==> config.mk <==
export PLATFORM = sky130hd
export DESIGN_NAME = nx_tcam_multibank_scrub_seq_flat
export DESIGN_NICKNAME = d
export VERILOG_FILES = /design/src/rtl/nx_tcam_multibank_scrub_seq_if.sv /design/src/rtl/nx_tcam_multibank_scrub_seq.sv /design/src/flat_wrapper.sv
export SDC_FILE = /design/constraint.sdc
export NUM_CORES = 1
export LEC_CHECK = 0
export CORE_ASPECT_RATIO = 1.5
export CORE_UTILIZATION = 45
export DETAILED_ROUTE_END_ITERATION = 10
export PLACE_DENSITY = 0.83
export SYNTH_ARGS = -nofsm -noshare
export SYNTH_HDL_FRONTEND = slang
export SYNTH_SLANG_ARGS = --single-unit
==> constraint.sdc <==
create_clock -name clk -period 6.35 [get_ports clk]
set_input_delay 0.9525 -clock clk [delete_from_list [all_inputs] [get_ports clk]]
set_output_delay 0.9525 -clock clk [all_outputs]
set_load 0.01 [all_outputs]
==> src/rtl/nx_tcam_multibank_scrub_seq_if.sv <==
`default_nettype none
// ============================================================================
// Module   : nx_tcam_multibank_scrub_seq_if
// Brief    : Request/grant and read-return bus between the scrub sequencer
//            (master) and the per-bank TCAM wrappers (slave).
// Revision : 1.0 - initial release
// ============================================================================
interface nx_tcam_multibank_scrub_seq_if #(
   parameter int N_BANKS      = 4,
   parameter int N_ENTRIES    = 256,
   parameter int DATA_W       = 64,
   parameter int N_PAR_GROUPS = 8
);
   localparam int BANK_W = (N_BANKS > 1) ? $clog2(N_BANKS) : 1;
   localparam int ADDR_W = $clog2(N_ENTRIES);

   logic                    mem_req;
   logic                    mem_gnt;
   logic                    mem_we;
   logic [BANK_W-1:0]       mem_bank;
   logic [ADDR_W-1:0]       mem_addr;
   logic                    rd_vld;
   logic [DATA_W-1:0]       rd_data;
   logic                    rd_valid_bit;
   logic [N_PAR_GROUPS-1:0] rd_par;

   modport master (
      output mem_req, mem_we, mem_bank, mem_addr,
      input  mem_gnt, rd_vld, rd_data, rd_valid_bit, rd_par
   );

   modport slave (
      input  mem_req, mem_we, mem_bank, mem_addr,
      output mem_gnt, rd_vld, rd_data, rd_valid_bit, rd_par
   );
endinterface
`default_nettype wire

==> src/rtl/nx_tcam_multibank_scrub_seq.sv <==
`default_nettype none
// ============================================================================
// Module   : nx_tcam_multibank_scrub_seq
// Brief    : Background parity scrubber for a multi-bank TCAM; optional error
//            injection is enabled with the NX_SCRUB_FORCE_ERR_EN macro.
// Revision : 1.0 - initial release
// ============================================================================
module nx_tcam_multibank_scrub_seq #(
   parameter int N_BANKS      = 4,
   parameter int N_ENTRIES    = 256,
   parameter int DATA_W       = 64,
   parameter int N_PAR_GROUPS = 8,
   parameter int INTERVAL_W   = 32,
   parameter int CNT_W        = 16,
   localparam int BANK_W      = (N_BANKS > 1) ? $clog2(N_BANKS) : 1,
   localparam int ADDR_W      = $clog2(N_ENTRIES)
) (
   input  wire logic                  clk,
   input  wire logic                  rst_n,
   input  wire logic                  scrub_en,
   input  wire logic [1:0]            invalidate_mask,
   input  wire logic [INTERVAL_W-1:0] scrub_interval,
   input  wire logic                  cnt_clr,
   nx_tcam_multibank_scrub_seq_if.master mem,
   input  wire logic                  force_sbe,
   input  wire logic                  force_mbe,
   output logic [CNT_W-1:0]           sbe_cnt,
   output logic [CNT_W-1:0]           mbe_cnt,
   output logic [BANK_W-1:0]          err_bank,
   output logic [ADDR_W-1:0]          err_addr,
   output logic                       sbe_int,
   output logic                       mbe_int,
   output logic                       pass_done
);
   localparam int GRP_W = DATA_W / N_PAR_GROUPS;
   localparam int PC_W  = $clog2(N_PAR_GROUPS + 1);
   localparam logic [BANK_W-1:0] LAST_BANK = BANK_W'(N_BANKS - 1);
   localparam logic [ADDR_W-1:0] LAST_ADDR = ADDR_W'(N_ENTRIES - 1);

   typedef enum logic [2:0] {
      S_IDLE, S_WAIT, S_RD_REQ, S_RD_WAIT, S_CHECK, S_WR_REQ, S_ADVANCE
   } state_t;

   state_t                  state;
   logic [INTERVAL_W-1:0]   ivl_cnt;
   logic [BANK_W-1:0]       bank_ptr;
   logic [ADDR_W-1:0]       addr_ptr;
   logic [DATA_W-1:0]       data_q;
   logic                    vbit_q;
   logic [N_PAR_GROUPS-1:0] par_q;
   logic [N_PAR_GROUPS-1:0] mism;
   logic [PC_W-1:0]         n_bad;
   logic                    err_sbe;
   logic                    err_mbe;

   // The pointer only moves in ADVANCE, while no request is outstanding.
   assign mem.mem_bank = bank_ptr;
   assign mem.mem_addr = addr_ptr;

`ifdef NX_SCRUB_FORCE_ERR_EN
   localparam int MBE_BIT = (N_PAR_GROUPS > 1) ? 1 : 0;
`else
   logic unused_force;
   assign unused_force = force_sbe | force_mbe;
`endif

   always_comb begin
      mism = '0;
      for (int g = 0; g < N_PAR_GROUPS; g++) begin
         mism[g] = par_q[g] ^ (^data_q[g*GRP_W +: GRP_W]);
      end
`ifdef NX_SCRUB_FORCE_ERR_EN
      if (vbit_q) begin
         if (force_mbe) begin
            mism[0]       = ~mism[0];
            mism[MBE_BIT] = ~mism[MBE_BIT];
         end else if (force_sbe) begin
            mism[0] = ~mism[0];
         end
      end
`endif
      n_bad = '0;
      for (int g = 0; g < N_PAR_GROUPS; g++) begin
         n_bad = n_bad + PC_W'(mism[g]);
      end
      err_sbe = vbit_q && (n_bad == PC_W'(1));
      err_mbe = vbit_q && (n_bad >  PC_W'(1));
   end

   always_ff @(posedge clk or negedge rst_n) begin
      if (!rst_n) begin
         state       <= S_IDLE;
         ivl_cnt     <= '0;
         bank_ptr    <= '0;
         addr_ptr    <= '0;
         data_q      <= '0;
         vbit_q      <= 1'b0;
         par_q       <= '0;
         mem.mem_req <= 1'b0;
         mem.mem_we  <= 1'b0;
         sbe_cnt     <= '0;
         mbe_cnt     <= '0;
         err_bank    <= '0;
         err_addr    <= '0;
         sbe_int     <= 1'b0;
         mbe_int     <= 1'b0;
         pass_done   <= 1'b0;
      end else begin
         sbe_int   <= 1'b0;
         mbe_int   <= 1'b0;
         pass_done <= 1'b0;
         case (state)
            S_IDLE: begin
               if (scrub_en) begin
                  state   <= S_WAIT;
                  ivl_cnt <= '0;
               end
            end
            S_WAIT: begin
               if (!scrub_en) begin
                  state <= S_IDLE;
               end else if (ivl_cnt == scrub_interval) begin
                  state       <= S_RD_REQ;
                  mem.mem_req <= 1'b1;
                  mem.mem_we  <= 1'b0;
               end else begin
                  ivl_cnt <= ivl_cnt + 1'b1;
               end
            end
            S_RD_REQ: begin
               // A grant in the same cycle as the disable still commits the read.
               if (mem.mem_gnt) begin
                  state       <= S_RD_WAIT;
                  mem.mem_req <= 1'b0;
               end else if (!scrub_en) begin
                  state       <= S_IDLE;
                  mem.mem_req <= 1'b0;
               end
            end
            S_RD_WAIT: begin
               if (mem.rd_vld) begin
                  data_q <= mem.rd_data;
                  vbit_q <= mem.rd_valid_bit;
                  par_q  <= mem.rd_par;
                  state  <= S_CHECK;
               end
            end
            S_CHECK: begin
               if (err_sbe) begin
                  sbe_int  <= 1'b1;
                  err_bank <= bank_ptr;
                  err_addr <= addr_ptr;
                  if (sbe_cnt != '1) sbe_cnt <= sbe_cnt + 1'b1;
               end
               if (err_mbe) begin
                  mbe_int  <= 1'b1;
                  err_bank <= bank_ptr;
                  err_addr <= addr_ptr;
                  if (mbe_cnt != '1) mbe_cnt <= mbe_cnt + 1'b1;
               end
               if ((err_sbe && invalidate_mask[0]) || (err_mbe && invalidate_mask[1])) begin
                  state       <= S_WR_REQ;
                  mem.mem_req <= 1'b1;
                  mem.mem_we  <= 1'b1;
               end else begin
                  state <= S_ADVANCE;
               end
            end
            S_WR_REQ: begin
               if (mem.mem_gnt) begin
                  state       <= S_ADVANCE;
                  mem.mem_req <= 1'b0;
                  mem.mem_we  <= 1'b0;
               end
            end
            S_ADVANCE: begin
               if (addr_ptr == LAST_ADDR) begin
                  addr_ptr <= '0;
                  if (bank_ptr == LAST_BANK) begin
                     bank_ptr  <= '0;
                     pass_done <= 1'b1;
                  end else begin
                     bank_ptr <= bank_ptr + 1'b1;
                  end
               end else begin
                  addr_ptr <= addr_ptr + 1'b1;
               end
               ivl_cnt <= '0;
               state   <= scrub_en ? S_WAIT : S_IDLE;
            end
            default: state <= S_IDLE;
         endcase
         // Clear wins over any increment made above in the same cycle.
         if (cnt_clr) begin
            sbe_cnt <= '0;
            mbe_cnt <= '0;
         end
      end
   end
endmodule
`default_nettype wire

==> src/flat_wrapper.sv <==
// flat-port wrapper written by rule: the top's interface ports become plain ports
module nx_tcam_multibank_scrub_seq_flat 
#(
   parameter int N_BANKS      = 4,
   parameter int N_ENTRIES    = 256,
   parameter int DATA_W       = 64,
   parameter int N_PAR_GROUPS = 8,
   parameter int INTERVAL_W   = 32,
   parameter int CNT_W        = 16,
   localparam int BANK_W      = (N_BANKS > 1) ? $clog2(N_BANKS) : 1,
   localparam int ADDR_W      = $clog2(N_ENTRIES)
)
  (clk, rst_n, scrub_en, invalidate_mask, scrub_interval, cnt_clr, force_sbe, force_mbe, sbe_cnt, mbe_cnt, err_bank, err_addr, sbe_int, mbe_int, pass_done, mem_mem_req, mem_mem_we, mem_mem_bank, mem_mem_addr, mem_mem_gnt, mem_rd_vld, mem_rd_data, mem_rd_valid_bit, mem_rd_par);
  nx_tcam_multibank_scrub_seq_if #(.N_BANKS(N_BANKS), .N_ENTRIES(N_ENTRIES), .DATA_W(DATA_W), .N_PAR_GROUPS(N_PAR_GROUPS)) mem_i ();
  input  wire logic clk;
  input  wire logic rst_n;
  input  wire logic scrub_en;
  input  wire logic [1:0] invalidate_mask;
  input  wire logic [INTERVAL_W-1:0] scrub_interval;
  input  wire logic cnt_clr;
  input  wire logic force_sbe;
  input  wire logic force_mbe;
  output logic [CNT_W-1:0] sbe_cnt;
  output logic [CNT_W-1:0] mbe_cnt;
  output logic [BANK_W-1:0] err_bank;
  output logic [ADDR_W-1:0] err_addr;
  output logic sbe_int;
  output logic mbe_int;
  output logic pass_done;
  output wire logic [$bits(mem_i.mem_req)-1:0] mem_mem_req;
  output wire logic [$bits(mem_i.mem_we)-1:0] mem_mem_we;
  output wire logic [$bits(mem_i.mem_bank)-1:0] mem_mem_bank;
  output wire logic [$bits(mem_i.mem_addr)-1:0] mem_mem_addr;
  input wire logic [$bits(mem_i.mem_gnt)-1:0] mem_mem_gnt;
  input wire logic [$bits(mem_i.rd_vld)-1:0] mem_rd_vld;
  input wire logic [$bits(mem_i.rd_data)-1:0] mem_rd_data;
  input wire logic [$bits(mem_i.rd_valid_bit)-1:0] mem_rd_valid_bit;
  input wire logic [$bits(mem_i.rd_par)-1:0] mem_rd_par;
  assign mem_mem_req = mem_i.mem_req;
  assign mem_mem_we = mem_i.mem_we;
  assign mem_mem_bank = mem_i.mem_bank;
  assign mem_mem_addr = mem_i.mem_addr;
  assign mem_i.mem_gnt = mem_mem_gnt;
  assign mem_i.rd_vld = mem_rd_vld;
  assign mem_i.rd_data = mem_rd_data;
  assign mem_i.rd_valid_bit = mem_rd_valid_bit;
  assign mem_i.rd_par = mem_rd_par;
  nx_tcam_multibank_scrub_seq #(.N_BANKS(N_BANKS), .N_ENTRIES(N_ENTRIES), .DATA_W(DATA_W), .N_PAR_GROUPS(N_PAR_GROUPS), .INTERVAL_W(INTERVAL_W), .CNT_W(CNT_W)) u_core (.clk(clk), .rst_n(rst_n), .scrub_en(scrub_en), .invalidate_mask(invalidate_mask), .scrub_interval(scrub_interval), .cnt_clr(cnt_clr), .mem(mem_i), .force_sbe(force_sbe), .force_mbe(force_mbe), .sbe_cnt(sbe_cnt), .mbe_cnt(mbe_cnt), .err_bank(err_bank), .err_addr(err_addr), .sbe_int(sbe_int), .mbe_int(mbe_int), .pass_done(pass_done));
endmodule
Word-level counts from Yosys, hierarchy flattened

Index checks and enable logic that the tools add are counted.

Bits in registers: 165
Word-level logic and storage cells: 135
Input bits: 115
Output and inout bits: 57

Eq/ne operators: 21
Reductions and logical operators: 32
$lt $le $gt $ge: 1
Add/subtract/negate cells: 12
Multiplexer cells: 45
Bitwise operators: 8

Operators by type and width:

| operator                                      | count |
|---|---|
| two-way mux 16 bit                            | 8 |
| two-way mux 32 bit                            | 3 |
| one-hot mux 32 bit (3 select lines)           | 1 |
| XOR reduction 8 bit                           | 8 |
| adder 16 x 1 -> 16 bit, second input constant | 2 |
| adder 32 x 1 -> 32 bit, second input constant | 1 |
| == test 32 bit                                | 1 |
| inequality test 16 bit, second input constant | 2 |
| adder 4 x 1 -> 4 bit                          | 6 |
| two-way mux 8 bit                             | 3 |
| two-way mux 3 bit                             | 7 |
| one-hot mux 3 bit (7 select lines)            | 1 |
| two-way mux 1 bit                             | 16 |
| nonzero test 2 bit                            | 6 |
| inequality test 2 bit, second input constant  | 5 |
| AND reduction 5 bit                           | 2 |
| == test 3 bit, second input constant          | 3 |
| adder 8 x 1 -> 8 bit, second input constant   | 1 |
| == test 8 bit, second input constant          | 1 |
| two-way mux 2 bit                             | 4 |
| bitwise XOR 1 bit                             | 8 |
| == test 3 x 2 -> 1 bit, second input constant | 2 |
| AND reduction 2 bit                           | 3 |
| AND reduction 3 bit                           | 2 |
| 18 further kinds                              | 23 |

Logic depth before layout (Yosys ltp)

Gate-level depths: netlist of run 1.

Depth in word-level cells: 15
Gate-level depth with buffers: 17
Depth with buffers taken out: 16

Least setup slack after synthesis of run 1

Ideal clock, no wire load.

Kind: register to register
From: register u_core.data_q[1]
To: register u_core.err_addr[2]
Stages on the path, launching flop included: 17
Arrival: 4.512 ns
Setup slack: 1.710 ns
Library setup time: 0.128 ns
Buffers on the path: 1
Clock period less this slack: 4.640 ns
Required time: 6.222 ns
Cells stage by stage: dfrtp_1 > xnor2_1 > xnor2_1 > xnor2_1 > xnor2_1 > ha_1 > fa_1 > inv_1 > fa_1 > fa_1 > fa_1 > or3b_1 > o22ai_2 > nand3_1 > nand2b_1 > buf_2 > mux2_1

Longest elaborated chain between the ends: 13
Elaborated cells on any way between the ends: 16
Classes of those cells: add/sub (7); order compare (1); eq/ne (1); mux (1); bitwise (1); reduce/logical (5)

RTL lines:

| item                                                                             | line                                                                 | text |
|---|---|---|
| start, declared                                                                  | nx_tcam_multibank_scrub_seq.sv:48                                    | `logic [DATA_W-1:0] data_q;` |
| start signal, assigned                                                           | nx_tcam_multibank_scrub_seq.sv:142                                   | `data_q <= mem.rd_data;` |
| XOR reduction 8 bit (*)                                                          | nx_tcam_multibank_scrub_seq.sv:70                                    | `mism[g] = par_q[g] ^ (^data_q[g*GRP_W +: GRP_W]);` |
| bitwise XOR 1 bit (*)                                                            | nx_tcam_multibank_scrub_seq.sv:70                                    |  |
| adder 1 x 1 -> 2 bit (*)                                                         | nx_tcam_multibank_scrub_seq.sv:84                                    | `n_bad = n_bad + PC_W'(mism[g]);` |
| adder 4 x 1 -> 4 bit (*) (6 in a row)                                            | nx_tcam_multibank_scrub_seq.sv:84                                    |  |
| greater-than comparator 4 x 1 -> 1 bit or == test 4 x 1 -> 1 bit (tied branches) | nx_tcam_multibank_scrub_seq.sv:87, nx_tcam_multibank_scrub_seq.sv:86 |  |
| logical AND 1 bit (on tied branches)                                             | nx_tcam_multibank_scrub_seq.sv:87, nx_tcam_multibank_scrub_seq.sv:86 |  |
| nonzero test 2 bit (no line)                                                     | n/a                                                                  |  |
| AND reduction 2 bit (no line)                                                    | n/a                                                                  |  |
| end signal, assigned                                                             | nx_tcam_multibank_scrub_seq.sv:152                                   | `err_addr <= addr_ptr;` |
| end signal, assigned                                                             | nx_tcam_multibank_scrub_seq.sv:158                                   | `err_addr <= addr_ptr;` |
| end, declared                                                                    | nx_tcam_multibank_scrub_seq.sv:30                                    | `output logic [ADDR_W-1:0] err_addr,` |

Every way passes the cells marked *; elsewhere a longest branch is shown, timed or not.
A chain may end at the register's enable or synchronous reset.

Worst setup path after layout of run 1

From: register u_core.data_q[14]
To: register u_core.err_addr[1]

The elaborated chain is that of the path after synthesis.

==> impl_metrics.ini, run 1 <==
[critical_path]
critical_path.max_fanout = 13
crit_arrival_ps = 5760
crit_start = u_core.data_q[14]
path_class = reg2reg
startpoint_type = flip-flop
cp.required_ps = 6650
rr_startpoint = u_core.data_q[14]
reg2reg_slack_ps = 890
crit_path_end_kind = flip-flop

[layout]
nNetsFinal = 1063
fillers = 1569
syn2layout_area_growth_pct = 28.39
n_antenna_cell = 0
multi_input_area_um2 = 4348
drive_above_1_share_pct = 13.70
final_common_cell = clkdlybuf4s50_1
seqCellArea_um2 = 4129
mostFrequentLayoutCells = clkdlybuf4s50_1, dfrtp_1, xnor2_1
fin_area_um2 = 11150

[die]
num_rows = 61
die_x_um = 115.4
die_area_um2 = 19860
core_area_um2 = 18700
io_pins = 172
floorplan.initialDensity_pct = 46.43
die_y_um = 172.1

[clocking]
cts_tree = done
clock_latency_ps = 420
cts_resized = 0
cts_root_buf = clkbuf_16
htree_levels = 4
clkSinkCount = 165
postCtsSetupRepairBufs = 0
clk_pin_slew_ps = 60
cts_buffers = 17
hold_buffers = 0
ctsLongestPathBuffers = 2

[route]
route.detailed.drc = 0
drt_first_iter_violations = 345
vias = 6316
wl_per_cell_um = 15.51
first_pass_iters = 4
drt_wl_total_um = 18620
viasPerCell = 5.259
ant_nets = 0

[logic_synthesis]
synthCells = 778
synth_flop_cell = dfrtp_1
synthArstFlopShare_pct = 100.0
avgSynthCellArea_um2 = 11.16
netlist_area_um2 = 8682
ys_seq_elements = 165
synth_warnings = 0
synth_nets = 905
yosysSeqAreaShare_pct = 47.56
synth_cell_types = 58
synth-edff-count = 0

[pwr]
switchingPower_mw = 2.757
power.total_mw = 6.625
power_frac_comb_pct = 61.1
switching_share_pct = 41.61
power_leakage_nw = 4.819
p_per_area_nw_per_um2 = 594.4
ir_worst_vdd_mv = 1.422
seqPwrFrac_pct = 23.5
pwr-share-clk_pct = 15.4
p_int_mw = 3.869

[place]
gp_congestion = 0.8117
port_buffers = 169
placed_cell_area_um2 = 10550
dp_hpwl_um = 13580
dp_slack_ps = 817.0

[min_path]
min_from = u_core.err_addr[4]
hold_class = reg2reg

[sta]
drv_slew = 0
skew_ps = 11.35
holdWs_ps = 488.4
setup_violations = 0
fin_setup_tns_ps = 0
layout_min_cycle_time_ps = 5461
max_freq_mhz = 183.1
slew_headroom_pct = 21.29
rsz0062_at_grt = false
fin_crit_sh_pct = 86.00
worst_slack_ps = 889.0
hold_violations = 0
worstMarginPinSlew_ps = 1177

[global_routing]
grt_max_degree = 94
grt.total_usage_pct = 19.54
grt_pass1_vias = 6336
antenna_found_initial = 1
gr-total-overflow = 0
grt_pass1_wl_um = 30130

[run]
cap_violations = 0

[run_status]
outcome = completed
path summary, 6_finish.rpt:
kind	end	cells past startpoint
max	u_core.err_addr[1]	15
min	u_core.err_addr[4]	1
max reg2reg	u_core.err_addr[1]	15
min reg2reg	u_core.err_addr[4]	1
max in group asynchronous	u_core.data_q[49]	2
min in group asynchronous	u_core.ivl_cnt[17]	1
synthesized netlist by cell type (3+ instances only):
cell type / number / area [um^2]
mux2_1: 12 / 135.1
a31oi_1: 5 / 31.28
or2_2: 9 / 56.30
and4_1: 11 / 96.34
nor2_1: 58 / 217.7
a21oi_1: 14 / 70.07
and2_1: 11 / 68.82
nor3_1: 3 / 15.01
nand3_1: 27 / 135.1
clkbuf_1: 12 / 45.04
mux2_2: 73 / 822.0
dfrtp_1: 165 / 4129
a41o_1: 5 / 50.05
buf_4: 3 / 22.52
a21o_1: 3 / 22.52
a211oi_1: 10 / 75.07
nand4_1: 30 / 187.7
nand2b_1: 3 / 18.77
nor2b_1: 3 / 18.77
a21oi_2: 3 / 26.28
and3_1: 26 / 162.7
ha_1: 8 / 100.1
mux2i_1: 16 / 160.2
xnor2_1: 99 / 867.1
xor2_1: 38 / 332.8
o21ai_0: 4 / 20.02
buf_2: 15 / 75.07
nand2_1: 54 / 202.7
inv_1: 12 / 45.04
fa_1: 4 / 80.08
a31o_1: 4 / 35.03
final cells by class:
class	count	share of cell area, %
Multi-Input combinational cell	567	39.01
Timing Repair Buffer	171	15.32
Clock inverter	11	1.021
Inverter	14	0.4714
Sequential cell	165	37.04
Tap cell	252	2.829
Clock buffer	21	4.310
registers in the layout (all words and copies together), names as in the netlist:
name	flops
u_core.sbe_cnt	16
u_core.mbe_int	1
u_core.data_q	64
u_core.mem.mem_bank	2
u_core.mem.mem_we	1
u_core.state	3
u_core.pass_done	1
u_core.mem.mem_addr	8
u_core.err_addr	8
u_core.sbe_int	1
u_core.par_q	8
u_core.ivl_cnt	32
u_core.mem.mem_req	1
u_core.err_bank	2
u_core.vbit_q	1
u_core.mbe_cnt	16
power by group through the flow:
stage | combinational (mW) | sequential (mW) | clock [mW]
floorplan | 3.41 | 1.52 | 0
global placement | 3.96 | 1.57 | 0
CTS | 4.14 | 1.56 | 1.05
global route | 4.59 | 1.60 | 1.09
finish | 4.05 | 1.56 | 1.02
detailed placement | 4.13 | 1.58 | 0
critical path, stage by stage (launching register included):
cell      delay [ps]
dfrtp_1          380
xnor2_1          190
xnor2_1          150
xnor2_1          100
xnor2_1          280
ha_1             310
fa_1             540
inv_1             50
fa_1             500
fa_1             470
fa_1             400
inv_1             80
o22ai_2          120
a21oi_1          800
nand2b_1         570
mux2_1           380
cells by family after synthesis:
family / Yosys count / synth area share (%)
compound gates: 66 / 5.664
xor+xnor: 137 / 13.82
fa+ha+maj: 12 / 2.075
buf+inv: 46 / 2.507
flops: 165 / 47.56
mux: 101 / 12.87
simple gates: 251 / 15.51
metal layers:
layer	vias up	track usage, %	wire length [um]
met2	154	35.88	10220
met1	3114	21.70	7184
li1	3036	-	-
met3	12	4.942	975
met4	0	6.381	241
met5	-	0	0
through the flow:
stage               cells  util, %
finish               1201    59.61
global route         1201    59.61
CTS                  1201    59.61
detailed placement   1169    56.43
global placement     1169    56.43
floorplan             778        -
Power figures use the tool's default switching activity.
==> inputs of run 2 (changes only) <==
Settings changed: CORE_MARGIN set to 8, SLEW_MARGIN set to 20.
==> run 2 against run 1 <==
  * Via count about the same
  * Worst setup slack worse by 43 ps
  * Combinational power barely moved
  * Sequential share of layout area is essentially flat
  * Global-route usage fell by 2.3 points
  * Register-to-register slack lost 40 ps
  * Utilization fell by 0.99 points
  * Die area grew 21%
  * Final area about the same
  * First-iteration DRC count shrank 9.6%
  * Power barely moved
  * Critical endpoint is now u_core.err_addr[0]
==> impl_metrics.ini, run 2 (synthesized netlist as in run 1, its figures left out) <==
[clocking]
postCtsSetupRepairBufs = 0
clkSinkCount = 165
htree_levels = 4
clk_pin_slew_ps = 60
ctsLongestPathBuffers = 2
cts_buffers = 17
hold_buffers = 0
cts_resized = 0
cts_tree = done
cts_root_buf = clkbuf_16
clock_latency_ps = 420

[critical_path]
critPathMaxStageDelay_ps = 840
startpoint_type = flip-flop
cp_cell_sequence = xnor2_1, xnor2_1, xnor2_1, xnor2_1, ha_1, fa_1, inv_1, fa_1, fa_1, fa_1, inv_1, o22ai_2, a21oi_1, nand2b_1, mux2_1
crit_arrival_ps = 5800
cp_top_family = adder cells
crit_path_end_kind = flip-flop
path_class = reg2reg
crit_buf_inv = 2
cp.required_ps = 6640
critical_path.max_fanout = 13
cp_slowest_cell = a21oi_1

[sta]
hold_violations = 0
worstMarginPinSlew_ps = 1025
fin_setup_tns_ps = 0
rsz0062_at_grt = false
worst_slack_ps = 845.8
holdWs_ps = 485.3
slew_headroom_pct = 31.65
fin_crit_sh_pct = 86.68
max_freq_mhz = 181.7
skew_ps = 11.50
layout_min_cycle_time_ps = 5504
setup_violations = 0
drv_slew = 0

[layout]
finalNonFillerCells = 1205
multi_input_area_um2 = 4348
final_common_cell = clkdlybuf4s50_1
nNetsFinal = 1063
drive_above_1_share_pct = 13.29
mostFrequentLayoutCells = clkdlybuf4s50_1, dfrtp_1, xnor2_1
largest-register = u_core.data_q
fillers = 1608
fin_area_um2 = 11140
final_core_util_pct = 58.62
largest_reg_flops = 64
reg.largest.list = u_core.data_q: 64 flops, u_core.ivl_cnt: 32 flops
syn2layout_area_growth_pct = 28.33
seqCellArea_um2 = 4129

[route]
drt_wl_total_um = 20250
vias = 6314
viasPerCell = 5.240
wl_per_cell_um = 16.80
drt_first_iter_violations = 312
route.detailed.drc = 0
ant_nets = 0
first_pass_iters = 4

[run_status]
outcome = completed

[pwr]
p_per_area_nw_per_um2 = 594.5
ir_worst_vdd_mv = 1.419
power_leakage_nw = 4.796
power.total_mw = 6.624

[die]
num_rows = 62
die_y_um = 186.1
die_x_um = 129.4
core_area_um2 = 19010
die_area_um2 = 24090
floorplan.initialDensity_pct = 45.68
io_pins = 172

[global_routing]
busiest_layer = met2
grt.total_usage_pct = 17.19
grt_max_degree = 106
antenna_found_initial = 1
grt_pass1_wl_um = 32840
grt_use_met3_pct = 5.334
grtUsageMet2_pct = 31.12
gr-total-overflow = 0
grt_pass1_vias = 6638
use_met1_pct = 18.17

[place]
dp_slack_ps = 752.9
placed_cell_area_um2 = 10560
dp_hpwl_um = 15180
port_buffers = 169
dp.cells = 1173
gp_congestion = 0.8392

[run]
cap_violations = 0

[min_path]
hold_class = reg2reg
run 2: cell count changes in the layout (fill, tap and decap cells not counted):
cell             change
buf_2                +1
bufinv_16            +2
clkbuf_1             +4
clkbuf_8             -4
clkdlybuf4s50_1      -1
clkinv_2             -2
clkinv_4             -2
clkinvlp_4           +3
diode_2              +1
inv_8                -2
run 2: area by class of cell:
cell class,instances,share of cell area [%]
multi-input cells,567,39.02
well taps,256,2.875
diodes,1,0.02246
clock inverters,10,1.314
flip-flops and latches,165,37.06
repair buffers,171,15.28
inverters,14,0.4716
clock buffers,21,3.953
run 2: power breakdown:
part	internal (mW)	total, mW	switching, mW
clock	0.621	1.04	0.419
sequential	1.33	1.56	0.230
combinational	1.93	4.02	2.09
run 2: worst paths after layout:
check	startpoint	endpoint	slack, ps	cells past startpoint
max	u_core.data_q[14]	u_core.err_addr[0]	850	15
max reg2reg	u_core.data_q[14]	u_core.err_addr[0]	850	15
min	u_core.err_bank[0]	u_core.err_bank[0]	490	1
max in group asynchronous	rst_n	u_core.sbe_cnt[8]	4370	2
min in group asynchronous	rst_n	u_core.ivl_cnt[17]	640	1
min reg2reg	u_core.err_bank[0]	u_core.err_bank[0]	490	1
run 2: worst reg2reg max path, delay by kind of cell (launching register included):
| kind | cells | cell delay (ps) |
|---|---|---|
| AOI/OAI and AO/OA | 2 | 970 |
| xor gates and xnor gates | 4 | 710 |
| adders and majority gates | 5 | 2200 |
| buffers and inverters | 2 | 140 |
| DFF | 1 | 390 |
| muxes | 1 | 390 |
| and+or+nand+nor | 1 | 580 |
run 2: routing by layer:
metal	routed length, um	share of wire [%]	vias to the layer above
li1	-	-	3031
met4	458	2.3	2
met1	7557	37	3089
met5	10	0.049	-
met2	10880	54	161
met3	1345	6.6	31
==> inputs of run 3 (changes only) <==
Settings changed: ABC_CLOCK_PERIOD_IN_PS set to 6350.
==> results of run 3 <==
Same layout as run 2: the final DEF is identical, and so are final timing and power.
